### config.mk
export PLATFORM = sky130hd
export DESIGN_NAME = ps2_host_tx
export DESIGN_NICKNAME = d
export VERILOG_FILES = /design/src/rtl/ps2_pkg.sv /design/src/rtl/ps2_line_sync.sv /design/src/rtl/ps2_host_tx.sv
export SDC_FILE = /design/constraint.sdc
export NUM_CORES = 1
export LEC_CHECK = 0
export ABC_CLOCK_PERIOD_IN_PS = 2600
export BUFFER_PORTS_ARGS = -buffer_cell sky130_fd_sc_hd__buf_2
export CAP_MARGIN = 20
export CELL_PAD_IN_SITES_DETAIL_PLACEMENT = 1
export CELL_PAD_IN_SITES_GLOBAL_PLACEMENT = 1
export CORE_MARGIN = 2
export CORE_UTILIZATION = 46
export DETAILED_ROUTE_END_ITERATION = 8
export GPL_TIMING_DRIVEN = 0
export PLACE_DENSITY = 0.82
export SKIP_CTS_REPAIR_TIMING = 1
export SLEW_MARGIN = 20
export SYNTH_ARGS = -nofsm -noshare
export SYNTH_HDL_FRONTEND = slang
export SYNTH_HIERARCHICAL = 1
export SYNTH_SLANG_ARGS = --single-unit
### constraint.sdc
create_clock -name clk -period 2.6 [get_ports clk]
set_clock_uncertainty 0.1 [all_clocks]
set_input_delay 0.13 -clock clk [delete_from_list [all_inputs] [get_ports clk]]
set_output_delay 0.13 -clock clk [all_outputs]
set_load 0.05 [all_outputs]
### src/rtl/ps2_pkg.sv
// Shared PS/2 definitions: host-transmit FSM states, error codes and the
// keyboard command bytes used by the host side.
package ps2_pkg;

    typedef enum logic [2:0] {
        ST_IDLE,
        ST_INHIBIT,
        ST_PRE,
        ST_REQ,
        ST_SHIFT,
        ST_ACK,
        ST_WAIT_IDLE
    } ps2_tx_state_t;

    localparam logic [1:0] ERR_NONE     = 2'd0;
    localparam logic [1:0] ERR_NACK     = 2'd1;
    localparam logic [1:0] ERR_START_TO = 2'd2;
    localparam logic [1:0] ERR_BIT_TO   = 2'd3;

    localparam logic [7:0] CMD_SET_LED = 8'hED;
    localparam logic [7:0] CMD_RESET   = 8'hFF;
    localparam logic [7:0] RSP_ACK     = 8'hFA;

    // PS/2 uses odd parity: the parity bit makes the count of ones odd.
    function automatic logic odd_parity(input logic [7:0] d);
        return ~^d;
    endfunction

endpackage

### src/rtl/ps2_line_sync.sv
// Two-flop synchronizer for one PS/2 pad plus falling-edge detect on the
// synchronized level. Reset parks the chain at the idle-high bus level.
module ps2_line_sync (
    input  logic i_clk,
    input  logic i_clr,
    input  logic i_pad,
    output logic o_level,
    output logic o_fe
);

    logic r_s1;
    logic r_s2;
    logic r_s3;

    always_ff @(posedge i_clk) begin
        if (i_clr) begin
            r_s1 <= 1'b1;
            r_s2 <= 1'b1;
            r_s3 <= 1'b1;
        end else begin
            r_s1 <= i_pad;
            r_s2 <= r_s1;
            r_s3 <= r_s2;
        end
    end

    assign o_level = r_s2;
    assign o_fe    = r_s3 & ~r_s2;

endmodule

### src/rtl/ps2_host_tx.sv
// PS/2 host-to-device command transmitter. Inhibits the bus, issues a request
// to send, shifts out data/parity/stop on device clock edges and checks the ack.
module ps2_host_tx
    import ps2_pkg::*;
#(
    parameter int CLK_FREQ_HZ = 50_000_000,
    parameter int INHIBIT_US  = 120,
    parameter int START_TO_US = 15000,
    parameter int BIT_TO_US   = 2000
) (
    input  logic       clk,
    input  logic       clr,
    input  logic [7:0] tx_data,
    input  logic       tx_valid,
    output logic       tx_ready,
    input  logic       ps2_clk,
    input  logic       ps2_data,
    output logic       ps2_clk_oe,
    output logic       ps2_data_oe,
    output logic       done,
    output logic       err,
    output logic [1:0] err_code
);

    // Divide first so START_TO at 100 MHz stays well inside 32-bit math.
    localparam int CYC_PER_US   = CLK_FREQ_HZ / 1_000_000;
    localparam int INHIBIT_CYC  = CYC_PER_US * INHIBIT_US;
    localparam int START_TO_CYC = CYC_PER_US * START_TO_US;
    localparam int BIT_TO_CYC   = CYC_PER_US * BIT_TO_US;
    localparam int TMR_MAX_A    = (INHIBIT_CYC > BIT_TO_CYC) ? INHIBIT_CYC : BIT_TO_CYC;
    localparam int TMR_MAX      = (TMR_MAX_A > START_TO_CYC) ? TMR_MAX_A : START_TO_CYC;
    localparam int TMR_W        = $clog2(TMR_MAX + 1);

    localparam logic [TMR_W-1:0] INHIBIT_LD  = TMR_W'(INHIBIT_CYC - 1);
    localparam logic [TMR_W-1:0] START_TO_LD = TMR_W'(START_TO_CYC - 1);
    localparam logic [TMR_W-1:0] BIT_TO_LD   = TMR_W'(BIT_TO_CYC - 1);

    logic w_clk_lvl;
    logic w_clk_fe;
    logic w_data_lvl;
    logic w_data_fe_unused;
    logic w_tmr_zero;
    logic w_bus_idle;

    ps2_tx_state_t    r_state;
    logic [TMR_W-1:0] r_tmr;
    logic [9:0]       r_frame;
    logic [3:0]       r_bit;
    logic             r_nack;
    logic             r_tx_ready;
    logic             r_clk_oe;
    logic             r_data_oe;
    logic             r_done;
    logic             r_err;
    logic [1:0]       r_err_code;

    ps2_line_sync u_sync_clk (
        .i_clk   (clk),
        .i_clr   (clr),
        .i_pad   (ps2_clk),
        .o_level (w_clk_lvl),
        .o_fe    (w_clk_fe)
    );

    ps2_line_sync u_sync_data (
        .i_clk   (clk),
        .i_clr   (clr),
        .i_pad   (ps2_data),
        .o_level (w_data_lvl),
        .o_fe    (w_data_fe_unused)
    );

    assign w_tmr_zero = (r_tmr == '0);
    assign w_bus_idle = w_clk_lvl & w_data_lvl;

    always_ff @(posedge clk) begin
        if (clr) begin
            r_state    <= ST_IDLE;
            r_tmr      <= '0;
            r_frame    <= '1;
            r_bit      <= '0;
            r_nack     <= 1'b0;
            r_tx_ready <= 1'b1;
            r_clk_oe   <= 1'b0;
            r_data_oe  <= 1'b0;
            r_done     <= 1'b0;
            r_err      <= 1'b0;
            r_err_code <= ERR_NONE;
        end else begin
            r_done <= 1'b0;
            r_err  <= 1'b0;
            case (r_state)
                ST_IDLE: begin
                    if (tx_valid && r_tx_ready) begin
                        // Frame shifts out LSB first; the top 1 becomes the stop bit.
                        r_frame    <= {1'b1, odd_parity(tx_data), tx_data};
                        r_bit      <= '0;
                        r_nack     <= 1'b0;
                        r_tmr      <= INHIBIT_LD;
                        r_err_code <= ERR_NONE;
                        r_tx_ready <= 1'b0;
                        r_clk_oe   <= 1'b1;
                        r_data_oe  <= 1'b0;
                        r_state    <= ST_INHIBIT;
                    end
                end

                ST_INHIBIT: begin
                    if (w_tmr_zero) begin
                        r_data_oe <= 1'b1;
                        r_state   <= ST_PRE;
                    end else begin
                        r_tmr <= r_tmr - TMR_W'(1);
                    end
                end

                ST_PRE: begin
                    r_clk_oe <= 1'b0;
                    r_tmr    <= START_TO_LD;
                    r_state  <= ST_REQ;
                end

                ST_REQ, ST_SHIFT, ST_ACK, ST_WAIT_IDLE: begin
                    if (r_state == ST_WAIT_IDLE && w_bus_idle) begin
                        r_tx_ready <= 1'b1;
                        r_state    <= ST_IDLE;
                        if (r_nack) begin
                            r_err      <= 1'b1;
                            r_err_code <= ERR_NACK;
                        end else begin
                            r_done <= 1'b1;
                        end
                    end else if (w_clk_fe) begin
                        // An edge always beats a simultaneous watchdog expiry.
                        r_tmr <= BIT_TO_LD;
                        if (r_state == ST_REQ || r_state == ST_SHIFT) begin
                            r_data_oe <= ~r_frame[0];
                            r_frame   <= {1'b1, r_frame[9:1]};
                            r_bit     <= r_bit + 4'd1;
                            if (r_state == ST_REQ)
                                r_state <= ST_SHIFT;
                            else if (r_bit == 4'd9)
                                r_state <= ST_ACK;
                        end else if (r_state == ST_ACK) begin
                            r_nack  <= w_data_lvl;
                            r_state <= ST_WAIT_IDLE;
                        end
                    end else if (w_tmr_zero) begin
                        r_clk_oe   <= 1'b0;
                        r_data_oe  <= 1'b0;
                        r_err      <= 1'b1;
                        r_err_code <= (r_state == ST_REQ) ? ERR_START_TO : ERR_BIT_TO;
                        r_tx_ready <= 1'b1;
                        r_state    <= ST_IDLE;
                    end else begin
                        r_tmr <= r_tmr - TMR_W'(1);
                    end
                end

                default: begin
                    r_clk_oe   <= 1'b0;
                    r_data_oe  <= 1'b0;
                    r_tx_ready <= 1'b1;
                    r_state    <= ST_IDLE;
                end
            endcase
        end
    end

    assign tx_ready    = r_tx_ready;
    assign ps2_clk_oe  = r_clk_oe;
    assign ps2_data_oe = r_data_oe;
    assign done        = r_done;
    assign err         = r_err;
    assign err_code    = r_err_code;

endmodule

==> impl_metrics.py <==
metrics = {
    "outcome": {
        "status": "finished clean",
    },
    "layout": {
        "drive_above_1_share_pct": 15.22,
        "post-route-util_pct": 53.64,
        "final_area_um2": 3426,
        "antenna_cells": 0,
        "finalNetCount": 430,
        "area_growth_pct": 12.40,
    },
    "timing": {
        "max_freq_mhz": 405.4,
        "period_share_pct": 94.87,
        "maxSlewHeadroom_pct": 41.33,
        "timing.final.crit_period_ns": 2.467,
        "setup_tns_ns": 0,
        "setup_viol": 0,
        "rsz0062_at_grt": "false",
        "maxSlewViolCount": 0,
        "worst_pin_slew_ns": 0.8709,
        "final-hold-violation-count": 0,
    },
    "setup_path": {
        "worstSetupStartpointType": "flop",
        "critPathArrivalTime_ns": 2.58,
        "end_kind": "flop",
        "crit_path_max_fanout": 10,
        "critPathKind": "reg2reg",
        "crit_required_ns": 2.71,
    },
    "pwr": {
        "p_int_mw": 2.077,
        "power_density_nw_per_um2": 1247,
        "netSwitchingFraction_pct": 51.37,
        "ir_drop_mv": 0.6412,
        "comb_power_share_pct": 61.4,
        "p_leak_nw": 1.245,
        "netSwitchingPower_mw": 2.194,
        "seq_power_share_pct": 27.1,
        "power_frac_clock_pct": 11.5,
    },
    "global_routing": {
        "grt_pass1_wl_um": 16220,
        "globalRouteTotalUtil_pct": 28.15,
        "antenna_found_initial": 0,
        "grt_pass1_vias": 3231,
        "grt_max_degree": 16,
        "gr-total-overflow": 0,
    },
    "placement": {
        "hpwlAfterDp_um": 7242,
        "gp_congestion": 0.9056,
        "io_buffers": 19,
        "placed_area_um2": 3239,
    },
    "detailed_routing": {
        "firstDrtPassIters": 5,
        "met1_length_um": 4275,
        "drc_errors": 0,
        "vias_per_cell": 6.475,
        "wl_met2_um": 4913,
        "ant_nets": 0,
        "route.met3.wl_um": 467,
        "wirelength_um": 9927,
        "vias": 3179,
        "drt_iter0_markers": 167,
        "wire_per_inst_um": 20.22,
        "top_layer": "met4",
    },
    "die": {
        "die-area_um2": 7293,
        "row_count": 29,
        "coreArea_um2": 6386,
        "die_w_um": 85.40,
        "start_util_pct": 47.73,
        "io_pins": 20,
        "die-height_um": 85.40,
    },
    "clock_tree": {
        "cts_tree": "built",
        "cts_buffer_depth": 2,
        "clk_pin_slew_ns": 0.09,
        "cts.sinks": 49,
        "cts_buffers": 5,
        "htree_levels": 2,
        "clk-insertion-delay-late_ns": 0.32,
        "clock-root-buffer": "clkbuf_8",
    },
    "job": {
        "maxCapViolCount": 0,
    },
    "logic_synthesis": {
        "syn_area_um2": 3048,
        "syn_inst": 381,
        "synth_fp_nets": 398,
        "synth_area_per_cell_um2": 8.000,
        "yosysWarnings": 6,
    },
    "hold_path": {
        "hold_path_class": "in2reg",
    },
}
## layer usage
metal / global-route usage [%] / vias to the layer above
met3: 3.307 / 25
met5: 0 / -
li1: - / 1496
met4: 10.68 / 0
met1: 36.05 / 1562
met2: 48.37 / 96
## cell usage in the layout (no fill, tap or decap), drive strengths merged, types with 5 or more instances in the layout
master       count
a211oi           7
a21oi           37
a31oi            6
and2             6
buf             32
clkbuf          20
dfxtp           49
dlygate4sd3      5
inv             12
nand2           29
nand3           12
nand4            6
nor2            26
nor2b            5
nor3            15
nor4            10
o211ai          13
o21ai           20
o311ai           8
or2              9
or3              9
xnor2            8
## final timing paths
path	endpoint	slack, ns	cells after the start	from
max	err_code[1]	0.13	8	r_state[0]
min	tx_ready	0.08	4	tx_valid
max reg2reg	err_code[1]	0.13	8	r_state[0]
min reg2reg	u_sync_clk/o_level	0.32	1	u_sync_clk/r_s1
## power by group through the flow
| stage | combinational [mW] | clock, mW | sequential [mW] |
|---|---|---|---|
| 2_1_floorplan | 1.77 | 0 | 1.20 |
| 3_3_place_gp | 2.43 | 0 | 1.15 |
| 3_5_place_dp | 2.50 | 0 | 1.16 |
| 4_1_cts | 2.52 | 0.501 | 1.15 |
| 5_1_grt | 2.86 | 0.527 | 1.19 |
| 6_report | 2.62 | 0.493 | 1.16 |
## final cells by class
| cell class | count | area, um2 |
|---|---|---|
| Timing Repair Buffer | 25 | 152.6 |
| Clock buffer | 6 | 82.58 |
| Clock inverter | 2 | 13.76 |
| Buffer | 26 | 152.6 |
| Sequential cell | 49 | 980.9 |
| Multi-Input combinational cell | 292 | 1894 |
| Inverter | 14 | 52.55 |
| Tap cell | 77 | 96.34 |
| Fill cell | 804 | 2960 |
## critical path, stage by stage, from the launching register on
cell	delay (ns)
dfxtp_1	0.38
buf_6	0.16
nand3b_1	0.23
or2_2	0.32
clkbuf_1	0.18
and2_1	0.19
buf_1	0.21
a221o_1	0.38
a32o_1	0.21
## state kept, by name (all words and copies together), names as in the netlist, 2 cells and up
name,flops
err_code,2
r_bit,4
r_frame,9
r_state,3
r_tmr,20
## through the flow
stage / total power, mW / setup WS (ns) / cells / hold WS [ns]
global route: 4.576 / 0.007705 / 491 / 0.1047
CTS: 4.165 / -0.2769 / 485 / -0.1074
floorplan: 2.968 / 0.3484 / 381 / 0.1271
detailed placement: 3.668 / -0.2512 / 477 / 0.2148
global placement: 3.579 / -0.1121 / 477 / 0.2083
finish: 4.271 / 0.1333 / 491 / 0.08231
Power figures use the tool's default switching activity.
